--- config.mk ---
export PLATFORM = sky130hd
export DESIGN_NAME = mem_port_arbiter
export DESIGN_NICKNAME = d
export VERILOG_FILES = /design/src/rtl/mem_port_arbiter.sv
export SDC_FILE = /design/constraint.sdc
export NUM_CORES = 1
export LEC_CHECK = 0
export CORE_AREA = 2 2 337 339
export CTS_CLUSTER_DIAMETER = 30
export DETAILED_ROUTE_END_ITERATION = 12
export DIE_AREA = 0 0 339 341
export PLACE_DENSITY = 0.51
export SLEW_MARGIN = 10
export SYNTH_ARGS = -nofsm -noshare
export SYNTH_HDL_FRONTEND = slang
export SYNTH_SLANG_ARGS = --single-unit
export TNS_END_PERCENT = 5
--- constraint.sdc ---
create_clock -name clk -period 1.6 [get_ports clk]
set_input_delay 0.32 -clock clk [delete_from_list [all_inputs] [get_ports clk]]
set_output_delay 0.32 -clock clk [all_outputs]
set_load 0.03 [all_outputs]
--- src/rtl/mem_port_arbiter.sv ---
// Registered arbiter sharing the single main-memory line port between the D-cache and the I-cache.
// Optional MEM_ARB_ROUND_ROBIN_EN: alternate grants on simultaneous requests; default is fixed D-cache priority.
module mem_port_arbiter #(
  parameter int ADDR_W = 32,
  parameter int LINE_W = 128
) (
  input  logic              clk,
  input  logic              reset,
  input  logic              read_Mem_data,
  input  logic              write_Mem_data,
  input  logic [ADDR_W-1:0] Addr_Mem_data,
  input  logic [LINE_W-1:0] Data_Mem_data_write,
  output logic [LINE_W-1:0] Data_Mem_data_read,
  output logic              ready_mem_data,
  input  logic              read_Mem_instr,
  input  logic              write_Mem_instr,
  input  logic [ADDR_W-1:0] Addr_Mem_instr,
  input  logic [LINE_W-1:0] Data_Mem_instr_write,
  output logic [LINE_W-1:0] Data_Mem_instr_read,
  output logic              ready_mem_instr,
  output logic              read_Mem,
  output logic              write_Mem,
  output logic [ADDR_W-1:0] Addr_Mem,
  output logic [LINE_W-1:0] Data_Mem_write,
  input  logic [LINE_W-1:0] Data_Mem_read,
  input  logic              ready_mem,
  output logic              busy,
  output logic              grant_instr
);

  typedef enum logic [1:0] {ST_IDLE = 2'd0, ST_BUSY = 2'd1, ST_DONE = 2'd2} state_t;

  state_t              state_r, state_s;
  logic                grant_r, grant_s;
  logic                rd_r, rd_s;
  logic                wr_r, wr_s;
  logic [ADDR_W-1:0]   addr_r, addr_s;
  logic [LINE_W-1:0]   wdata_r, wdata_s;
  logic [LINE_W-1:0]   dread_r, dread_s;
  logic [LINE_W-1:0]   iread_r, iread_s;
  logic                dready_r, dready_s;
  logic                iready_r, iready_s;
  logic                busy_r, busy_s;
  logic                d_act_s, i_act_s, win_instr_s;
`ifdef MEM_ARB_ROUND_ROBIN_EN
  logic                last_instr_r, last_instr_s;
`endif

  // Winner selection among active requesters
  always_comb begin
    d_act_s = read_Mem_data | write_Mem_data;
    i_act_s = read_Mem_instr | write_Mem_instr;
    if (d_act_s && i_act_s) begin
`ifdef MEM_ARB_ROUND_ROBIN_EN
      win_instr_s = ~last_instr_r;
`else
      win_instr_s = 1'b0;
`endif
    end else begin
      win_instr_s = i_act_s;
    end
  end

  // Next-state and next-register values for the IDLE/BUSY/DONE sequencer
  always_comb begin
    state_s  = state_r;
    grant_s  = grant_r;
    rd_s     = rd_r;
    wr_s     = wr_r;
    addr_s   = addr_r;
    wdata_s  = wdata_r;
    dread_s  = dread_r;
    iread_s  = iread_r;
    dready_s = 1'b0;
    iready_s = 1'b0;
    busy_s   = busy_r;
`ifdef MEM_ARB_ROUND_ROBIN_EN
    last_instr_s = last_instr_r;
`endif
    case (state_r)
      ST_IDLE: begin
        if (d_act_s || i_act_s) begin
          state_s = ST_BUSY;
          busy_s  = 1'b1;
          grant_s = win_instr_s;
          // A combined rd+wr request performs the write only
          wr_s    = win_instr_s ? write_Mem_instr : write_Mem_data;
          rd_s    = win_instr_s ? (read_Mem_instr & ~write_Mem_instr)
                                : (read_Mem_data & ~write_Mem_data);
          addr_s  = win_instr_s ? Addr_Mem_instr : Addr_Mem_data;
          wdata_s = win_instr_s ? Data_Mem_instr_write : Data_Mem_data_write;
`ifdef MEM_ARB_ROUND_ROBIN_EN
          last_instr_s = win_instr_s;
`endif
        end else begin
          state_s = ST_IDLE;
        end
      end
      ST_BUSY: begin
        if (ready_mem) begin
          state_s  = ST_DONE;
          rd_s     = 1'b0;
          wr_s     = 1'b0;
          iready_s = grant_r;
          dready_s = ~grant_r;
          if (rd_r && grant_r) begin
            iread_s = Data_Mem_read;
          end else if (rd_r) begin
            dread_s = Data_Mem_read;
          end else begin
            dread_s = dread_r;
          end
        end else begin
          state_s = ST_BUSY;
        end
      end
      ST_DONE: begin
        state_s = ST_IDLE;
        busy_s  = 1'b0;
      end
      default: begin
        state_s = ST_IDLE;
        busy_s  = 1'b0;
        rd_s    = 1'b0;
        wr_s    = 1'b0;
      end
    endcase
  end

  // State and output registers; reset abandons any in-flight access
  always_ff @(posedge clk) begin
    if (reset) begin
      state_r  <= ST_IDLE;
      grant_r  <= 1'b0;
      rd_r     <= 1'b0;
      wr_r     <= 1'b0;
      addr_r   <= {ADDR_W{1'b0}};
      wdata_r  <= {LINE_W{1'b0}};
      dread_r  <= {LINE_W{1'b0}};
      iread_r  <= {LINE_W{1'b0}};
      dready_r <= 1'b0;
      iready_r <= 1'b0;
      busy_r   <= 1'b0;
`ifdef MEM_ARB_ROUND_ROBIN_EN
      last_instr_r <= 1'b1;
`endif
    end else begin
      state_r  <= state_s;
      grant_r  <= grant_s;
      rd_r     <= rd_s;
      wr_r     <= wr_s;
      addr_r   <= addr_s;
      wdata_r  <= wdata_s;
      dread_r  <= dread_s;
      iread_r  <= iread_s;
      dready_r <= dready_s;
      iready_r <= iready_s;
      busy_r   <= busy_s;
`ifdef MEM_ARB_ROUND_ROBIN_EN
      last_instr_r <= last_instr_s;
`endif
    end
  end

  assign read_Mem            = rd_r;
  assign write_Mem           = wr_r;
  assign Addr_Mem            = addr_r;
  assign Data_Mem_write      = wdata_r;
  assign Data_Mem_data_read  = dread_r;
  assign Data_Mem_instr_read = iread_r;
  assign ready_mem_data      = dready_r;
  assign ready_mem_instr     = iready_r;
  assign busy                = busy_r;
  assign grant_instr         = grant_r;

endmodule

Word level (Yosys, flattened, before mapping)
Index checks and enable logic that the tools add are counted.
{"block": "word_totals", "reg_bits": 424, "inputBits": 455, "output_inout_bits": 422, "elab_cells": 51}
{"block": "op_classes", "n_eq_ne": 4, "muxes": 15, "bitwise": 11, "n_reduce_logical": 10}
{"op": "$mux W128", "n": 1}
{"op": "$mux W32", "n": 1}
{"op": "$mux W1", "n": 8}
{"op": "$not A1 Y1", "n": 7}
{"op": "$pmux W1 S3", "n": 2}
{"op": "$reduce_and A3 Y1", "n": 2}
{"op": "$ne A2 B2 Y1 const B", "n": 2}
{"op": "$pmux W2 S2", "n": 1}
{"op": "$reduce_and A2 Y1", "n": 2}
{"op": "$reduce_and A4 Y1", "n": 1}
{"op": "$reduce_or A3 Y1", "n": 1}
{"op": "$and A1 B1 Y1", "n": 2}
{"op": "$eq A2 B1 Y1 const B", "n": 1}
{"op": "$eq A2 B2 Y1 const B", "n": 1}
{"op": "$logic_and A1 B1 Y1", "n": 2}
{"op": "$logic_not A2 Y1", "n": 1}
{"op": "$mux W2", "n": 1}
{"op": "$or A1 B1 Y1", "n": 2}
{"op": "$pmux W1 S2", "n": 1}
{"op": "$logic_or A1 B1 Y1", "n": 1}

Logic depth before layout (Yosys ltp)
{"block": "logic_depth", "word_depth": 6, "mapped_depth": 6, "mapped_depth_nobuf": 3}

Least setup slack after synthesis
No wires, ideal clock.
{"block": "synth_timing", "path_kind": "input -> register", "from": "input write_Mem_instr", "to": "register wdata_r[101], in the netlist Data_Mem_write[101]", "setup_time_ps": 139, "arrival_time_ps": 1463, "t_required_ps": 1461, "setup_slack_ps": -2, "cell_stages": 6, "path_buffers": 3, "path_cell_list": "or4_1 buf_2 buf_6 buf_6 a21oi_1 a311oi_2"}
{"block": "synth_between", "elab_chain_cells": 4, "elab_cells_between_ends": 6, "classes_between": "mux (2); bitwise (1); reduce/logical (3)"}
{"element": "start, declared", "line_no": "16", "rtl": "input logic write_Mem_instr,"}
{"element": "$or A1 B1 Y1 *", "line_no": "52", "rtl": "i_act_s = read_Mem_instr | write_Mem_instr;"}
{"element": "$logic_and A1 B1 Y1", "line_no": "53", "rtl": "if (d_act_s && i_act_s) begin"}
{"element": "$mux W1", "line_no": "53"}
{"element": "$mux W128", "line_no": "91", "rtl": "wdata_s = win_instr_s ? Data_Mem_instr_write : Data_Mem_data_write;"}
{"element": "end signal, assigned", "line_no": "138", "rtl": "wdata_r <= {LINE_W{1'b0}};"}
{"element": "end signal, assigned", "line_no": "153", "rtl": "wdata_r <= wdata_s;"}
{"element": "end, declared", "line_no": "38", "rtl": "logic [LINE_W-1:0] wdata_r, wdata_s;"}
Every way passes the cells marked *; elsewhere a longest branch is shown, timed or not.
A chain may end at the register's enable or synchronous reset.

Worst setup path after layout
{"block": "layout_timing", "from": "register grant_r, in the netlist grant_instr", "to": "output grant_instr"}
{"element": "start, declared", "line_no": "34", "rtl": "logic grant_r, grant_s;"}
{"element": "start signal, assigned", "line_no": "149", "rtl": "grant_r <= grant_s;"}
{"element": "end, declared", "line_no": "28", "rtl": "output logic grant_instr"}
No word-level cell between the ends.

==> metrics.md <==
| Metric | Value |
|---|---|
| Status | `finished, violations left` |
| Violated checks | `negative setup slack` |
| Ports | `877` |
| Setup crit start kind | `register` |
| Hold WC Path Type | `in -> reg` |
| Switching power | `around 12000 uW` |
| Reg2Reg Setup Slack | `~0.050 ns` |
| Placed cell areas | `a little over 0.03 sq mm` |
| FMAX | `around 620 MHz` |
| Total die area | `~0.12 sq mm` |
| Async SR Flop Fraction | `0%` |
| Layout area overhead | `86.1%` |
| Final setup fails | `1` |
| Syn Area/Cell | `~9.5 sq um` |
| Final Net Count | `~3400` |
| Post-synth EDFFs | `0` |
| Final WS setup | `-0.00868 ns` |
| Fin util | `between 30% and 40%` |
| RSZ-0062 raised after global routing | `true` |
| Final Hold Viols | `0` |
| Combinational share of power | `14.9%` |
| Gpl congestion | `0.859` |
| Cell taking the most area after synthesis | `dfxtp_1` |
| Die X | `roughly 340 um` |
| Clock share of power | `between 50% and 60%` |
| Worst path bufs/invs | `2` |
| Cells on worst reg2reg path | `6` |
| Drt drc | `0` |
| Die Height | `about 340 um` |
| CP Depth | `2` |
| Crit-path cells | `buf_4 > buf_12` |
| Post-Syn Instances | `about 1900` |
| Critical setup path kind | `reg -> out` |
| Tot GR Track Use | `about 15%` |
| Reg power frac | `about a quarter` |
| Critical Path AT | `about 1.3 ns` |
| Sink Count | `about 420` |
| Core area | `~0.11 sq mm` |
| Slew @ Worst Pin | `0.434 ns` |
| Fin. max-slew vios | `0` |
| CTS tree | `built` |
| First-pass GRT wire length | `131 mm` |
| FILL cells | `11648` |
| Worst-path clk slew | `~0.04 ns` |
| Int Power | `between 30000 and 40000 uW` |
| Post-synth top area share | `between 40% and 50%` |
| Htree depth | `4` |
| Seq/Total Area, Yosys | `between 40% and 50%` |
| Distinct cell type count after synthesis | `28` |
| Remaining Overflow, GRT | `0` |
| Final Skew | `about 0.035 ns` |
| Num CTS Buffers | `130` |
| Root Buffer | `clkbuf_16` |
| Vias/cell | `roughly 4.2` |
| Synth area leaders | `dfxtp_1, mux2i_1, nand2b_1` |
| Syn. warnings | `0` |
| Pin count of the biggest net entering global routing | `between 90 and 100` |
| Crit path capture type | `primary output` |
| Design area | `0.0346 sq mm` |
| PortBufs | `between 800 and 900` |
| Drt pass-1 iters | `5` |
| Share of cells above drive strength 1 | `31.6%` |
| Slew HR | `roughly 70%` |
| Worst vdd rail ir drop | `0.000890 V` |
| Maximum clock path buffer count | `3` |
| Worst hold stages | `3` |
| CP max stage delay | `roughly 0.33 ns` |
| Main synth FF type | `dfxtp_1` |
| CP max-delay cell | `dfxtp_1` |
| DR vias | `approximately 19000` |
| CP Max Fanout | `4` |
| Routed WL | `just over 90 mm` |
| Starting Density | `around 17%` |
| Most frequent cells after synthesis | `dfxtp_1, nand2b_1, mux2i_1, o21ai_0, nand3_1` |
| Syn nets | `roughly 2400` |
| DP HPWL | `a little over 70 mm` |
| Fin crit share | `101%` |
| Leak | `0.0139 uW` |
| Wire per inst | `20.5 um` |
| Net Sw Frac | `a little over a quarter` |
| Minimum clock period | `roughly 1.6 ns` |
| CP required | `roughly 1.3 ns` |
| WHS | `0.186 ns` |
| Max-Cap Viols | `0` |
| Most common cell in the netlist | `dfxtp_1` |
| CP top delay family | `flip-flops` |
| Post-route ant nets | `0` |
| Starting DRT DRC Count | `roughly 910` |
| Synthesized area | `~0.019 sq mm` |
| FP Rows | `about 120` |
| Initial antenna violation count | `18` |
| Vias in the first global route | `between 15000 and 20000` |
| FF+latch count, synth | `between 400 and 500` |
| Worst skew pair latency | `0.72 ns` |
| Power Dens Cells | `around 1300 mW/mm^2` |
## worst register-to-register path, stage by stage (launching register included)
cell and delay [ns]:
dfxtp_1 0.29, buf_4 0.15, nor2b_4 0.12, and4b_4 0.25
buf_12 0.20, buf_12 0.25, mux2i_1 0.23
## cells by family (layout without fill, tap and decap cells)
| kind of cell | after synthesis | count (layout) | synth area share [%] |
|---|---|---|---|
| simple gates | 565 | 565 | 18.0 |
| compound gates | 490 | 490 | 17.4 |
| flops | 424 | 424 | 45.7 |
| other cells | 0 | 3 | 0 |
| mux | 256 | 256 | 13.8 |
| buf+inv | 214 | 1276 | 5.15 |
## flip-flops by register name, summed over array words and instances, names as in the netlist
name / count
grant_instr: 1
Data_Mem_data_read: 128
Data_Mem_write: 128
Data_Mem_instr_read: 128
busy: 1
ready_mem_data: 1
ready_mem_instr: 1
write_Mem: 1
state_r: 2
Addr_Mem: 32
read_Mem: 1
## cell usage in the layout, fill, tap and decap left out, types with 3 or more instances in the layout
cell type        count
o21ai_0            162
buf_4              202
a311oi_2            20
dfxtp_4             35
nand3_1            161
buf_6              176
inv_16               5
clkinv_2            19
clkbuf_1            30
a311oi_1           140
clkinv_4             3
clkbuf_2           119
nor2_4               4
a21oi_1            154
a21oi_2             11
clkbuf_8            26
clkinvlp_4           3
clkbuf_16          130
clkdlybuf4s50_1    453
dfxtp_1            304
mux2i_1            256
dfxtp_2             85
diode_2              3
buf_12              81
buf_2                6
nand2b_1           387
bufinv_16            9
clkinv_16            6
## power by group through the flow
| stage | registers [uW] | logic (uW) | clock network, uW |
|---|---|---|---|
| floorplan | 12700 | 1840 | 0 |
| global placement | 11800 | 6610 | 0 |
| detailed placement | 11800 | 6620 | 0 |
| CTS | 11600 | 6570 | 26200 |
| global route | 11700 | 6920 | 26900 |
| finish | 11700 | 6530 | 25700 |
## area by class of cell
type,count,area (sq um),share of cell area (%)
Antenna cell,3,7.51,0.0217
Clock buffer,186,3720,10.8
Clock inverter,49,744,2.15
Inverter,1,3.75,0.0109
Multi-Input combinational cell,1311,9180,26.6
Sequential cell,424,8730,25.2
Tap cell,1500,1880,5.43
Timing Repair Buffer,1040,10300,29.8
## final timing paths
check | from | to
setup / recovery | grant_instr$_SDFFE_PP0P_ | grant_instr
hold / removal | Data_Mem_data_write[61] | Data_Mem_write[61]$_SDFFE_PP0P_
setup reg to reg | state_r[1]$_SDFF_PP0_ | Data_Mem_data_read[20]$_SDFFE_PP0P_
hold reg to reg | Data_Mem_data_read[2]$_SDFFE_PP0P_ | Data_Mem_data_read[2]$_SDFFE_PP0P_
## routing by layer
layer / vias up / wire, um / global-route usage (%)
met1: 8836 / 36000 / 16.7
met3: 188 / 8170 / 6.31
met2: 820 / 44700 / 25.7
li1: 8977 / - / -
met5: - / 157 / 0
met4: 22 / 3400 / 7.15
## through the flow
| stage | power [uW] | setup TNS (ns) | cells | setup WS [ns] |
|---|---|---|---|---|
| after floorplan | 14500 | -0.00401 | 1949 | -0.00205 |
| after global placement | 18400 | -121.60 | 4270 | -0.634 |
| after detailed placement | 18400 | -139.32 | 4270 | -0.722 |
| after CTS | 44400 | -57.72 | 4511 | -0.245 |
| after global routing | 45500 | -6.36 | 4513 | -0.140 |
| final | 43900 | -0.00868 | 4514 | -0.00868 |
## repair_timing
| action | 4_1_cts | 5_1_grt |
|---|---|---|
| pin swaps | 1 | 1 |
| endpoints found under the setup margin | 614 | 582 |
| hold buffers | 1 | 0 |
| resized for setup | 1163 | 920 |
| setup buffers | 5 | 0 |
| endpoints found under the hold margin | 1 | 0 |
(Power assumes the default switching activity.)
